[src/rtl/cpu_ctrl_pkg.sv]
// Shared definitions for the hardwired control sequencer:
// opcode encodings, state encoding and instruction class indices.
package cpu_ctrl_pkg;

    localparam int OPW  = 5;
    localparam int ALUW = 12;

    localparam logic [OPW-1:0] OP_LD   = 5'b00000;
    localparam logic [OPW-1:0] OP_LDI  = 5'b00001;
    localparam logic [OPW-1:0] OP_ST   = 5'b00010;
    localparam logic [OPW-1:0] OP_ADD  = 5'b00011;
    localparam logic [OPW-1:0] OP_SUB  = 5'b00100;
    localparam logic [OPW-1:0] OP_AND  = 5'b00101;
    localparam logic [OPW-1:0] OP_OR   = 5'b00110;
    localparam logic [OPW-1:0] OP_ROR  = 5'b00111;
    localparam logic [OPW-1:0] OP_ROL  = 5'b01000;
    localparam logic [OPW-1:0] OP_SHR  = 5'b01001;
    localparam logic [OPW-1:0] OP_SHRA = 5'b01010;
    localparam logic [OPW-1:0] OP_SHL  = 5'b01011;
    localparam logic [OPW-1:0] OP_ADDI = 5'b01100;
    localparam logic [OPW-1:0] OP_ANDI = 5'b01101;
    localparam logic [OPW-1:0] OP_ORI  = 5'b01110;
    localparam logic [OPW-1:0] OP_DIV  = 5'b01111;
    localparam logic [OPW-1:0] OP_MUL  = 5'b10000;
    localparam logic [OPW-1:0] OP_NEG  = 5'b10001;
    localparam logic [OPW-1:0] OP_NOT  = 5'b10010;
    localparam logic [OPW-1:0] OP_BR   = 5'b10011;
    localparam logic [OPW-1:0] OP_JR   = 5'b10100;
    localparam logic [OPW-1:0] OP_JAL  = 5'b10101;
    localparam logic [OPW-1:0] OP_IN   = 5'b10110;
    localparam logic [OPW-1:0] OP_OUT  = 5'b10111;
    localparam logic [OPW-1:0] OP_MFHI = 5'b11000;
    localparam logic [OPW-1:0] OP_MFLO = 5'b11001;
    localparam logic [OPW-1:0] OP_NOP  = 5'b11010;
    localparam logic [OPW-1:0] OP_HALT = 5'b11011;

    typedef enum logic [3:0] {
        S_RST,
        T0, T1, T2, T3, T4, T5, T6, T7,
        S_HALT
    } state_e;

    localparam int NCLS      = 16;
    localparam int C_REG_ALU = 0;
    localparam int C_IMM     = 1;
    localparam int C_LD      = 2;
    localparam int C_LDI     = 3;
    localparam int C_ST      = 4;
    localparam int C_MULDIV  = 5;
    localparam int C_UNARY   = 6;
    localparam int C_BR      = 7;
    localparam int C_JR      = 8;
    localparam int C_JAL     = 9;
    localparam int C_IN      = 10;
    localparam int C_OUT     = 11;
    localparam int C_MFHI    = 12;
    localparam int C_MFLO    = 13;
    localparam int C_NOP     = 14;
    localparam int C_HALT    = 15;

    typedef logic [NCLS-1:0] op_class_t;

    localparam logic [ALUW-1:0] ALU_ADD = {{(ALUW-OPW){1'b0}}, OP_ADD};

endpackage

[src/rtl/op_class_decode.sv]
// Opcode to one-hot instruction class.
// Undefined opcodes fall into the NOP class.
module op_class_decode
    import cpu_ctrl_pkg::*;
(
    input  logic [OPW-1:0] opcode_i,
    output op_class_t      cls_o
);

    always_comb begin
        cls_o = '0;
        case (opcode_i)
            OP_ADD, OP_SUB, OP_AND, OP_OR, OP_ROR,
            OP_ROL, OP_SHR, OP_SHRA, OP_SHL:
                cls_o[C_REG_ALU] = 1'b1;
            OP_ADDI, OP_ANDI, OP_ORI:
                cls_o[C_IMM] = 1'b1;
            OP_LD:   cls_o[C_LD]     = 1'b1;
            OP_LDI:  cls_o[C_LDI]    = 1'b1;
            OP_ST:   cls_o[C_ST]     = 1'b1;
            OP_DIV, OP_MUL:
                cls_o[C_MULDIV] = 1'b1;
            OP_NEG, OP_NOT:
                cls_o[C_UNARY] = 1'b1;
            OP_BR:   cls_o[C_BR]     = 1'b1;
            OP_JR:   cls_o[C_JR]     = 1'b1;
            OP_JAL:  cls_o[C_JAL]    = 1'b1;
            OP_IN:   cls_o[C_IN]     = 1'b1;
            OP_OUT:  cls_o[C_OUT]    = 1'b1;
            OP_MFHI: cls_o[C_MFHI]   = 1'b1;
            OP_MFLO: cls_o[C_MFLO]   = 1'b1;
            OP_HALT: cls_o[C_HALT]   = 1'b1;
            default: cls_o[C_NOP]    = 1'b1;
        endcase
    end

endmodule

[src/rtl/control_sequencer.sv]
// Hardwired control unit: fetch T0-T2 then per-class execute steps,
// Moore outputs decoded from the current step and the IR opcode.
module control_sequencer
    import cpu_ctrl_pkg::*;
(
    input  logic            clk,
    input  logic            clr,
    input  logic [31:0]     IR,
    input  logic            CON,
    output logic            PCout,
    output logic            PCin,
    output logic            IncPC,
    output logic            MARin,
    output logic            MDRin,
    output logic            MDRout,
    output logic            MDRRead,
    output logic            IRin,
    output logic            RAMread,
    output logic            RAMwrite,
    output logic            Yin,
    output logic            Zin,
    output logic            Zhighout,
    output logic            Zlowout,
    output logic            HIin,
    output logic            HIout,
    output logic            LOin,
    output logic            LOout,
    output logic            Gra,
    output logic            Grb,
    output logic            Grc,
    output logic            Rin_in,
    output logic            Rout_in,
    output logic            BAout,
    output logic            r15write,
    output logic            Cout,
    output logic            CONin,
    output logic            con_FF_Reset,
    output logic            InPortout,
    output logic            OutPortIn,
    output logic [ALUW-1:0] ALUControl,
    output logic            Run
);

    state_e          state_q, state_d;
    op_class_t       cls;
    logic [OPW-1:0]  op;
    logic [ALUW-1:0] alu_op;
    logic            unused_ir;

    assign op        = IR[31:27];
    assign alu_op    = {{(ALUW-OPW){1'b0}}, op};
    assign unused_ir = ^IR[26:0];

    op_class_decode u_dec (
        .opcode_i (op),
        .cls_o    (cls)
    );

    always_ff @(posedge clk) begin
        if (clr) state_q <= S_RST;
        else     state_q <= state_d;
    end

    always_comb begin
        state_d      = state_q;
        PCout        = 1'b0;
        PCin         = 1'b0;
        IncPC        = 1'b0;
        MARin        = 1'b0;
        MDRin        = 1'b0;
        MDRout       = 1'b0;
        MDRRead      = 1'b0;
        IRin         = 1'b0;
        RAMread      = 1'b0;
        RAMwrite     = 1'b0;
        Yin          = 1'b0;
        Zin          = 1'b0;
        Zhighout     = 1'b0;
        Zlowout      = 1'b0;
        HIin         = 1'b0;
        HIout        = 1'b0;
        LOin         = 1'b0;
        LOout        = 1'b0;
        Gra          = 1'b0;
        Grb          = 1'b0;
        Grc          = 1'b0;
        Rin_in       = 1'b0;
        Rout_in      = 1'b0;
        BAout        = 1'b0;
        r15write     = 1'b0;
        Cout         = 1'b0;
        CONin        = 1'b0;
        con_FF_Reset = 1'b0;
        InPortout    = 1'b0;
        OutPortIn    = 1'b0;
        ALUControl   = '0;
        Run          = 1'b1;

        case (state_q)
            S_RST: state_d = T0;
            T0: begin
                PCout = 1'b1; MARin = 1'b1;
                IncPC = 1'b1; Zin   = 1'b1;
                state_d = T1;
            end
            T1: begin
                Zlowout = 1'b1; PCin    = 1'b1;
                RAMread = 1'b1; MDRRead = 1'b1;
                MDRin   = 1'b1;
                state_d = T2;
            end
            // nop/halt are resolved here so they never enter execute
            T2: begin
                MDRout = 1'b1; IRin = 1'b1;
                if (cls[C_NOP])       state_d = T0;
                else if (cls[C_HALT]) state_d = S_HALT;
                else                  state_d = T3;
            end
            T3: begin
                state_d = T0;
                unique case (1'b1)
                    cls[C_REG_ALU], cls[C_IMM]: begin
                        Grb = 1'b1; Rout_in = 1'b1; Yin = 1'b1;
                        state_d = T4;
                    end
                    cls[C_LDI], cls[C_LD], cls[C_ST]: begin
                        Grb = 1'b1; BAout = 1'b1; Yin = 1'b1;
                        state_d = T4;
                    end
                    cls[C_MULDIV]: begin
                        Gra = 1'b1; Rout_in = 1'b1; Yin = 1'b1;
                        state_d = T4;
                    end
                    cls[C_UNARY]: begin
                        Grb = 1'b1; Rout_in = 1'b1;
                        ALUControl = alu_op; Zin = 1'b1;
                        state_d = T4;
                    end
                    cls[C_BR]: begin
                        Gra = 1'b1; Rout_in = 1'b1; CONin = 1'b1;
                        state_d = T4;
                    end
                    cls[C_JR]: begin
                        Gra = 1'b1; Rout_in = 1'b1; PCin = 1'b1;
                    end
                    cls[C_JAL]: begin
                        PCout = 1'b1; r15write = 1'b1;
                        state_d = T4;
                    end
                    cls[C_IN]: begin
                        InPortout = 1'b1; Gra = 1'b1; Rin_in = 1'b1;
                    end
                    cls[C_OUT]: begin
                        Gra = 1'b1; Rout_in = 1'b1; OutPortIn = 1'b1;
                    end
                    cls[C_MFHI]: begin
                        HIout = 1'b1; Gra = 1'b1; Rin_in = 1'b1;
                    end
                    cls[C_MFLO]: begin
                        LOout = 1'b1; Gra = 1'b1; Rin_in = 1'b1;
                    end
                    default: state_d = T0;
                endcase
            end
            T4: begin
                state_d = T5;
                unique case (1'b1)
                    cls[C_REG_ALU]: begin
                        Grc = 1'b1; Rout_in = 1'b1;
                        ALUControl = alu_op; Zin = 1'b1;
                    end
                    cls[C_IMM]: begin
                        Cout = 1'b1; ALUControl = alu_op; Zin = 1'b1;
                    end
                    cls[C_LDI], cls[C_LD], cls[C_ST]: begin
                        Cout = 1'b1; ALUControl = ALU_ADD; Zin = 1'b1;
                    end
                    cls[C_MULDIV]: begin
                        Grb = 1'b1; Rout_in = 1'b1;
                        ALUControl = alu_op; Zin = 1'b1;
                    end
                    cls[C_UNARY]: begin
                        Zlowout = 1'b1; Gra = 1'b1; Rin_in = 1'b1;
                        state_d = T0;
                    end
                    cls[C_BR]: begin
                        PCout = 1'b1; Yin = 1'b1;
                    end
                    cls[C_JAL]: begin
                        Gra = 1'b1; Rout_in = 1'b1; PCin = 1'b1;
                        state_d = T0;
                    end
                    default: state_d = T0;
                endcase
            end
            T5: begin
                state_d = T6;
                unique case (1'b1)
                    cls[C_REG_ALU], cls[C_IMM], cls[C_LDI]: begin
                        Zlowout = 1'b1; Gra = 1'b1; Rin_in = 1'b1;
                        state_d = T0;
                    end
                    cls[C_LD], cls[C_ST]: begin
                        Zlowout = 1'b1; MARin = 1'b1;
                    end
                    cls[C_MULDIV]: begin
                        Zlowout = 1'b1; LOin = 1'b1;
                    end
                    cls[C_BR]: begin
                        Cout = 1'b1; ALUControl = ALU_ADD; Zin = 1'b1;
                    end
                    default: state_d = T0;
                endcase
            end
            T6: begin
                state_d = T0;
                unique case (1'b1)
                    cls[C_LD]: begin
                        RAMread = 1'b1; MDRRead = 1'b1; MDRin = 1'b1;
                        state_d = T7;
                    end
                    // store data comes from Ra, not memory
                    cls[C_ST]: begin
                        Gra = 1'b1; Rout_in = 1'b1; MDRin = 1'b1;
                        state_d = T7;
                    end
                    cls[C_MULDIV]: begin
                        Zhighout = 1'b1; HIin = 1'b1;
                    end
                    cls[C_BR]: begin
                        con_FF_Reset = 1'b1;
                        Zlowout = CON; PCin = CON;
                    end
                    default: state_d = T0;
                endcase
            end
            T7: begin
                state_d = T0;
                unique case (1'b1)
                    cls[C_LD]: begin
                        MDRout = 1'b1; Gra = 1'b1; Rin_in = 1'b1;
                    end
                    cls[C_ST]: RAMwrite = 1'b1;
                    default: state_d = T0;
                endcase
            end
            S_HALT: Run = 1'b0;
            default: state_d = S_RST;
        endcase
    end

endmodule

[config.mk]
export PLATFORM = sky130hd
export DESIGN_NAME = control_sequencer
export DESIGN_NICKNAME = d
export VERILOG_FILES = /design/src/rtl/cpu_ctrl_pkg.sv /design/src/rtl/op_class_decode.sv /design/src/rtl/control_sequencer.sv
export SDC_FILE = /design/constraint.sdc
export NUM_CORES = 1
export LEC_CHECK = 0
export BUFFER_PORTS_ARGS = -buffer_cell sky130_fd_sc_hd__buf_4
export CELL_PAD_IN_SITES_DETAIL_PLACEMENT = 2
export CELL_PAD_IN_SITES_GLOBAL_PLACEMENT = 2
export CORE_MARGIN = 3
export CORE_UTILIZATION = 18
export DETAILED_ROUTE_END_ITERATION = 8
export GPL_TIMING_DRIVEN = 0
export MAX_ROUTING_LAYER = met4
export PLACE_DENSITY = 0.8
export SLEW_MARGIN = 10
export SYNTH_ARGS = -nofsm -noshare
export SYNTH_HDL_FRONTEND = slang
export SYNTH_HIERARCHICAL = 1
export SYNTH_SLANG_ARGS = --single-unit
[constraint.sdc]
create_clock -name clk -period 3 [get_ports clk]
set_input_delay 0.6 -clock clk [delete_from_list [all_inputs] [get_ports clk]]
set_output_delay 0.6 -clock clk [all_outputs]
set_load 0.01 [all_outputs]
==> metrics.md, run 1 <==
| Metric | Value |
|---|---|
| RSZ-0062 raised after global routing | `true` |
| Register ranked first by flip-flop count | `state_q` |
| Routability congestion estimate from global placement | `0.830` |
| Count of final setup violators | `0` |
| First DRT Iteration DRCs | `between 60 and 70` |
| Top fanout value on the critical path | `9` |
| Wire length of the first global-routing pass | `7.74 mm` |
| Minimum setup slack in the final design | `82.2 ps` |
| DIE WIDTH | `around 81 µm` |
| Area of the mapped netlist | `1020 µm²` |
| Leakage power total | `0.746 nW` |
| Vias in the first global route | `1,443` |
| Share of flip-flops with an asynchronous set or reset after synthesis | `0%` |
| Slew at the pin with the worst max-slew slack | `517 ps` |
| Vert. Die Dim | `81.3 µm` |
| Core Box Area | `5300 µm²` |
| Total die area | `6600 µm²` |
| Via density per instance | `about 5.0` |
| Area Overhead vs Synth | `55.6%` |
| Min Clock Period, post-route | `roughly 3000 ps` |
| Final-stage net count | `between 200 and 300` |
| Number of buffers on the longest clock path | `2` |
| Synth area leader | `sky130_fd_sc_hd__nor2_1` |
| Hold Violations, Final | `0` |
| Number of vias in the routed layout | `1,448` |
| Most used flip-flop cell after synthesis | `sky130_fd_sc_hd__dfxtp_1` |
| CP Data Arrival Time | `2320 ps` |
| Synthesized area per cell | `6.18 µm²` |
| Type of element launching the critical path | `primary input` |
| Result of the run | `completed` |
| Count of warnings emitted by yosys | `6` |
| Setup CP Type | `in2out` |
| Remaining number of nets flagged by the antenna check after routing | `0` |
| Number of distinct library cell variants in the gate-level netlist after synthesis | `50` |
| Flip-flop count of the largest register, all copies and words added | `4` |
| Std cell rows | `26` |
| Proportion of layout cells with a drive suffix above 1 | `35.6%` |
| # DRC | `0` |
| Most common cell type on the critical path | `sky130_fd_sc_hd__buf_4` |
| Post-Synthesis Cells | `165` |
| Remaining global-route overflow | `0` |
| Largest incremental delay on the critical path | `470 ps` |
| Hold Worst Slack | `571 ps` |
| Buffer cell driving the clock tree root | `sky130_fd_sc_hd__clkbuf_8` |
| Largest registers | `state_q (4)` |
| Final Cycle Share | `a little under 100%` |
| Worst relative slew slack | `65.3%` |
| Pre-CTS worst setup slack | `-364 ps` |
| Final-layout fill cell count | `between 600 and 700` |
| Kind of capture point of the worst setup path | `primary output` |
| Fraction of synthesized cell area taken by the top area cell type | `9.20%` |
| Effective utilization at floorplan | `between 10% and 20%` |
| Final Max Slew Viols | `0` |
| TritonCTS buffer count | `3` |
| Seq/Total Area, Yosys | `7.85%` |
| EDFF count, synth | `0` |
| Worst min-delay path class | `in2reg` |
| Overall routing resource usage | `15.4%` |
| Top cells by area, synth | `sky130_fd_sc_hd__nor2_1 9.2%, sky130_fd_sc_hd__dfxtp_1 7.9%, sky130_fd_sc_hd__buf_4 6.6%` |
| Worst setup skew after layout | `between 3 and 4 ps` |
| Number of synthesized register bits | `4` |
| Largest net degree at the start of global routing | `11` |
| Number of hold buffers added after CTS | `0` |
| Pre-antenna DRT Iters | `4` |
| Htree depth | `1` |
| Timing-limited maximum frequency | `~340 MHz` |
| Detailed Route WL | `~4.9 mm` |
| CTS tree | `built` |
| Clk_lat worst skew | `220 ps` |
| Cell Pwr Density | `roughly 220 nW/µm²` |
| Number of antenna diodes | `0` |
| CTS clock-pin slew for the worst setup and hold paths | `roughly 30 ps` |
| Wire length per cell | `16.9 µm` |
| Data required time of the worst path | `2400 ps` |
| Peak supply drop | `approximately 78 µV` |
| DP HPWL | `around 3.8 mm` |
| Slowest-stage cell, CP | `sky130_fd_sc_hd__or3b_1` |
| Max Cap Violations | `0` |
| Count of buffers from port buffering | `43` |
| Worst path cell trace | `buf_4 -> or3b_1 -> a21oi_2 -> nor2_1 -> a311oi_2 -> o21bai_1 -> buf_4` |
| I/O pin total | `78` |
| Antenna violations before repair | `0` |
| Sink count of the clock tree | `4` |
[synthesized netlist by cell type (4+ instances only)]
library cell	number
sky130_fd_sc_hd__a21oi_1	11
sky130_fd_sc_hd__and2_1	6
sky130_fd_sc_hd__and3_1	9
sky130_fd_sc_hd__buf_2	5
sky130_fd_sc_hd__buf_4	9
sky130_fd_sc_hd__dfxtp_1	4
sky130_fd_sc_hd__nand2_1	16
sky130_fd_sc_hd__nand2b_1	4
sky130_fd_sc_hd__nor2_1	25
sky130_fd_sc_hd__nor2b_1	6
sky130_fd_sc_hd__nor3_1	7
sky130_fd_sc_hd__nor4_1	4
sky130_fd_sc_hd__o21ai_1	5
[path summary, 6_finish.rpt]
kind                           start                       to  slack, ps  depth (start not counted)
max reg2reg  state_q[1]$_SDFFE_PP0P_  state_q[2]$_SDFFE_PP0P_       1380                          4
min                              clr  state_q[3]$_SDFFE_PP0P_        570                          2
max                           IR[31]                      Zin         80                          7
min reg2reg  state_q[3]$_SDFFE_PP0P_  state_q[3]$_SDFFE_PP0P_        750                          3
[layer usage]
metal	GRT usage, %	share of wire, %	routed length (µm)
met4	2.53	0.28	14
met2	26.0	48	2390
met5	-	0	0
met1	20.2	48	2360
met3	1.11	3.8	188
[logic make-up after synthesis]
logic type             count (synthesis)  synth area share, %
multiplexers                           2                 1.96
AND/OR/NAND/NOR                       95                 49.6
buffers and inverters                 22                 12.0
AO/OA/AOI/OAI                         41                 28.2
flip-flops                             4                 7.85
other                                  1                0.368
[what timing repair did]
| action | CTS | global route |
|---|---|---|
| setup buffers | 0 | 5 |
| endpoints found under the setup margin | 12 | 8 |
| gates resized for setup | 8 | 6 |
| pin swaps | 1 | 4 |
[metrics by stage]
stage               setup TNS [ps]  instances  total power, mW  cell area (µm²)  utilization [%]
finish                           0        292            0.355             1590             29.9
global route                 -33.3        292            0.382             1590             29.9
CTS                              0        287            0.355             1530             28.9
detailed placement           -1880        284            0.229             1450             27.4
global placement             -1840        284            0.225             1450             27.4
floorplan                        0        171            0.162             1040                -
[cell usage in the layout (no fill, tap or decap), drive strengths merged, types with 4 or more instances in the layout]
master,instances
clkbuf,5
and2,6
nor2b,6
nor3,9
conb,7
a21oi,11
o21ai,8
nor2,26
nand2b,4
nand2,16
and3,9
buf,65
nor4,4
dfxtp,4
[worst max-delay path: cells and delay by family]
kind / cells / cell delay [ps]
compound gates: 3 / 770
simple gates: 2 / 630
buf+inv: 2 / 300
[power breakdown]
group	switching, mW	leakage, nW	internal [mW]
Combinational	0.109	0.692	0.0692
Sequential	0.00447	0.0328	0.0567
Clock	0.0302	0.0216	0.0857
[layout make-up]
| type | count | area (µm²) | area share (%) |
|---|---|---|---|
| tap | 70 | 87.6 | 5.52 |
| multi-input combinational | 145 | 893 | 56.3 |
| inverter | 3 | 11.3 | 0.710 |
| sequential | 4 | 80.1 | 5.05 |
| clock buffer | 3 | 41.3 | 2.60 |
| timing repair buffer | 48 | 360 | 22.7 |
| buffer | 19 | 113 | 7.10 |
Note: power is estimated with default switching activity, not from simulation.
==> inputs of run 2 (changes only) <==
- ABC_AREA: unset -> 1
- CORE_UTILIZATION: 18 -> 17
- HOLD_SLACK_MARGIN: unset -> 0.15
- PLACE_DENSITY: 0.8 -> 0.79
==> metrics.md, run 2 <==
| Metric | Value |
|---|---|
| Result of the run | `completed (unchanged)` |
| Buffer cell driving the clock tree root | `sky130_fd_sc_hd__clkbuf_8 (unchanged)` |
| Area of the mapped netlist | `1100 µm² (was 1020 µm²)` |
| Metal3 WL | `231 µm (was 188 µm)` |
| Largest net degree at the start of global routing | `11 (unchanged)` |
| Wire length per cell | `13.3 µm (was 16.9 µm)` |
| Core Box Area | `6100 µm² (was 5300 µm²)` |
| Final Cycle Share | `93.7% (was 97.3%)` |
| Total routed wire length on the met1 layer | `2.10 mm (was 2.36 mm)` |
| Top sig layer | `met4 (unchanged)` |
| Synth top cells by count | `56 x sky130_fd_sc_hd__nand2_1, 47 x sky130_fd_sc_hd__nor2_1, 44 x sky130_fd_sc_hd__inv_1 (was 25 x sky130_fd_sc_hd__nor2_1, 16 x sky130_fd_sc_hd__nand2_1, 11 x sky130_fd_sc_hd__a21oi_1)` |
| Register ranked first by flip-flop count | `state_q (unchanged)` |
| DP Area | `1540 µm² (was 1450 µm²)` |
| Effective utilization at floorplan | `18.0% (was 19.2%)` |
| Leakage power total | `0.982 nW (was 0.746 nW)` |
| Count of warnings emitted by yosys | `6 (unchanged)` |
| Htree depth | `1 (unchanged)` |
| Final Max Slew Viols | `0 (unchanged)` |
| Final Util | `26.5% (was 29.9%)` |
| Top fanout value on the critical path | `8 (was 9)` |
| I/O pin total | `78 (unchanged)` |
| Worst min-delay path class | `in2reg (unchanged)` |
| Data required time of the worst path | `2400 ps (about the same)` |
| Seq/Total Area, Yosys | `7.29% (was 7.85%)` |
| Worst path cell trace | `buf_4 -> buf_2 -> inv_1 -> nand2_1 -> nand2_1 -> a21oi_2 -> nor2_2 -> inv_2 -> inv_2 -> nand2_4 -> nor2_4 -> nand2_2 -> nand2_1 -> nand2_1 -> nand2_1 -> nand3_1 -> buf_4 (was buf_4 -> or3b_1 -> a21oi_2 -> nor2_1 -> a311oi_2 -> o21bai_1 -> buf_4)` |
| Fraction of synthesized cell area taken by the top area cell type | `19.1% (was 9.20%)` |
| Largest registers | `state_q (4) (unchanged)` |
| Slowest-stage cell, CP | `sky130_fd_sc_hd__buf_2 (was sky130_fd_sc_hd__or3b_1)` |
| CP Data Arrival Time | `2210 ps (was 2320 ps)` |
| Type of element launching the critical path | `primary input (unchanged)` |
| Number of hold buffers added after CTS | `0 (unchanged)` |
| Most common cell type on the critical path | `sky130_fd_sc_hd__nand2_1 (was sky130_fd_sc_hd__buf_4)` |
| Share of flip-flops with an asynchronous set or reset after synthesis | `0% (unchanged)` |
| Overall routing resource usage | `13.2% (was 15.4%)` |
| Proportion of layout cells with a drive suffix above 1 | `30.3% (was 35.6%)` |
| Remaining global-route overflow | `0 (unchanged)` |
| Commonest non-fill, non-tap cell in the layout | `sky130_fd_sc_hd__nand2_1 (was sky130_fd_sc_hd__buf_4)` |
| Worst setup skew after layout | `3.01 ps (was 4.00 ps)` |
| Antenna violations before repair | `0 (unchanged)` |
| Area Overhead vs Synth | `46.9% (was 55.6%)` |
| Synth area leader | `sky130_fd_sc_hd__nand2_1 (was sky130_fd_sc_hd__nor2_1)` |
| Vias in the first global route | `1,583 (was 1,443)` |
| Number of buffers on the longest clock path | `2 (unchanged)` |
| Clk_lat worst skew | `220 ps (about the same)` |
| Setup TNS after final layout | `0 ps (unchanged)` |
| Number of antenna diodes | `0 (unchanged)` |
| Count of final setup violators | `0 (unchanged)` |
| Hold Violations, Final | `0 (unchanged)` |
| Flip-flop count of the largest register, all copies and words added | `4 (unchanged)` |
| Most used flip-flop cell after synthesis | `sky130_fd_sc_hd__dfxtp_1 (unchanged)` |
| CTS tree | `built (unchanged)` |
| Final-stage net count | `314 (was 259)` |
| TritonCTS buffer count | `3 (unchanged)` |
| Most frequent cells in the layout | `54 x sky130_fd_sc_hd__nand2_1, 52 x sky130_fd_sc_hd__buf_4, 44 x sky130_fd_sc_hd__nor2_1 (was 57 x sky130_fd_sc_hd__buf_4, 22 x sky130_fd_sc_hd__nor2_1, 16 x sky130_fd_sc_hd__nand2_1)` |
| EDFF count, synth | `0 (unchanged)` |
| Detailed Route WL | `4.67 mm (was 4.95 mm)` |
| Hold Worst Slack | `572 ps (was 571 ps)` |
| Number of vias in the routed layout | `1,564 (was 1,448)` |
| Pre-CTS worst setup slack | `-70.7 ps (was -364 ps)` |
| Sink count of the clock tree | `4 (unchanged)` |
| Number of synthesized register bits | `4 (unchanged)` |
| Cell Pwr Density | `202 nW/µm² (was 224 nW/µm²)` |
| Delay-heaviest family, CP | `simple AND/OR/NAND/NOR gates (was compound AO/OA/AOI/OAI gates)` |
| Most common cell in the netlist | `sky130_fd_sc_hd__nand2_1 (was sky130_fd_sc_hd__nor2_1)` |
| Max Cap Violations | `0 (unchanged)` |
| Summed area of non-filler cells in the final layout | `1610 µm² (was 1590 µm²)` |
| Peak supply drop | `93.8 µV (was 78.2 µV)` |
| First DRT Iteration DRCs | `64 (was 68)` |
| Buf/Inv on CP | `6 (was 2)` |
| Pre-antenna DRT Iters | `4 (unchanged)` |
| Setup CP Type | `in2out (unchanged)` |
| Total die area | `7460 µm² (was 6600 µm²)` |
| Power after layout | `325 µW (was 355 µW)` |
| Via density per instance | `4.44 (was 4.96)` |
| Vert. Die Dim | `86.4 µm (was 81.3 µm)` |
| Count of buffers from port buffering | `43 (unchanged)` |
| Synthesized area per cell | `4.88 µm² (was 6.18 µm²)` |
| Timing-limited maximum frequency | `356 MHz (was 343 MHz)` |
| # DRC | `0 (unchanged)` |
| Final instance count without filler cells | `352 (was 292)` |
| Number of distinct library cell variants in the gate-level netlist after synthesis | `24 (was 50)` |
| DIE WIDTH | `86.4 µm (was 81.3 µm)` |
| Largest incremental delay on the critical path | `170 ps (was 470 ps)` |
| Kind of capture point of the worst setup path | `primary output (unchanged)` |
| Wire length of the first global-routing pass | `7.77 mm (was 7.74 mm)` |
| Buffers inserted during post-CTS setup optimization | `0 (unchanged)` |
| CTS clock-pin slew for the worst setup and hold paths | `30 ps (about the same)` |
| Minimum setup slack in the final design | `188 ps (was 82.2 ps)` |
| DP HPWL | `4.12 mm (was 3.77 mm)` |
| Min Clock Period, post-route | `2810 ps (was 2920 ps)` |
| Top cells by area, synth | `sky130_fd_sc_hd__nand2_1 19%, sky130_fd_sc_hd__nor2_1 16%, sky130_fd_sc_hd__inv_1 15% (was sky130_fd_sc_hd__nor2_1 9.2%, sky130_fd_sc_hd__dfxtp_1 7.9%, sky130_fd_sc_hd__buf_4 6.6%)` |
| Std cell rows | `28 (was 26)` |
| Remaining number of nets flagged by the antenna check after routing | `0 (unchanged)` |
| Detailed route wirelength on metal2 | `2.31 mm (was 2.39 mm)` |
| Post-Synthesis Cells | `225 (was 165)` |
| Routability congestion estimate from global placement | `0.852 (was 0.830)` |
| Cell count after placement | `349 (was 284)` |
-- run 2: changes by cell type after synthesis, moves of 9 or more --
| cell | delta |
|---|---|
| sky130_fd_sc_hd__nand3_1 | +14 |
| sky130_fd_sc_hd__inv_1 | +41 |
| sky130_fd_sc_hd__and3_1 | -9 |
| sky130_fd_sc_hd__nand4_1 | +10 |
| sky130_fd_sc_hd__nand2_1 | +40 |
| sky130_fd_sc_hd__nor2_1 | +22 |
| sky130_fd_sc_hd__a21oi_1 | -9 |
-- run 2: where the power goes --
group	total (mW)	internal, mW	switching, mW
sequential	0.0594	0.0565	0.00288
clock	0.113	0.0854	0.0271
combinational	0.153	0.0570	0.0964
-- run 2: layout make-up --
class | instances | area (µm²)
Buffer | 11 | 83.8
Clock buffer | 3 | 41.3
Fill cell | 804 | 4480
Inverter | 48 | 180
Multi-Input combinational cell | 168 | 812
Sequential cell | 4 | 80.1
Tap cell | 75 | 93.8
Timing Repair Buffer | 43 | 323
-- run 2: worst register-to-register path, delay by kind of cell (launching register included) --
family | cells | cell delay (ps)
simple gates | 5 | 360
buf+inv | 2 | 230
flops | 1 | 460
compound gates | 1 | 70
-- run 2: path summary, 6_finish.rpt --
check / startpoint / endpoint / slack [ps] / cells after the start
setup / recovery: IR[27] / ALUControl[0] / 190 / 17
hold / removal: clr / state_q[3]$_SDFFE_PP0P_ / 570 / 2
setup reg to reg: state_q[3]$_SDFFE_PP0P_ / state_q[2]$_SDFFE_PP0P_ / 1770 / 8
hold reg to reg: state_q[3]$_SDFFE_PP0P_ / state_q[0]$_SDFFE_PP0P_ / 590 / 2
-- run 2: cells by family (layout without fill, tap and decap cells) --
logic type	Yosys count	after routing	share of synthesized area (%)
AO/OA/AOI/OAI	15	15	8.77
buffers and inverters	59	105	24.0
AND/OR/NAND/NOR	146	146	59.6
other	1	7	0.341
flip-flops	4	4	7.29
-- run 2: repair_timing --
item                       CTS  global route
pin swaps                    1             1
gates resized for setup      3             9
setup endpoints to repair    1             9
-- run 2: layer usage --
layer | up-vias | GRT usage (%)
li1 | 779 | -
met4 | 0 | 1.42
met3 | 4 | 1.90
met2 | 42 | 22.0
met5 | - | -
met1 | 739 | 17.4
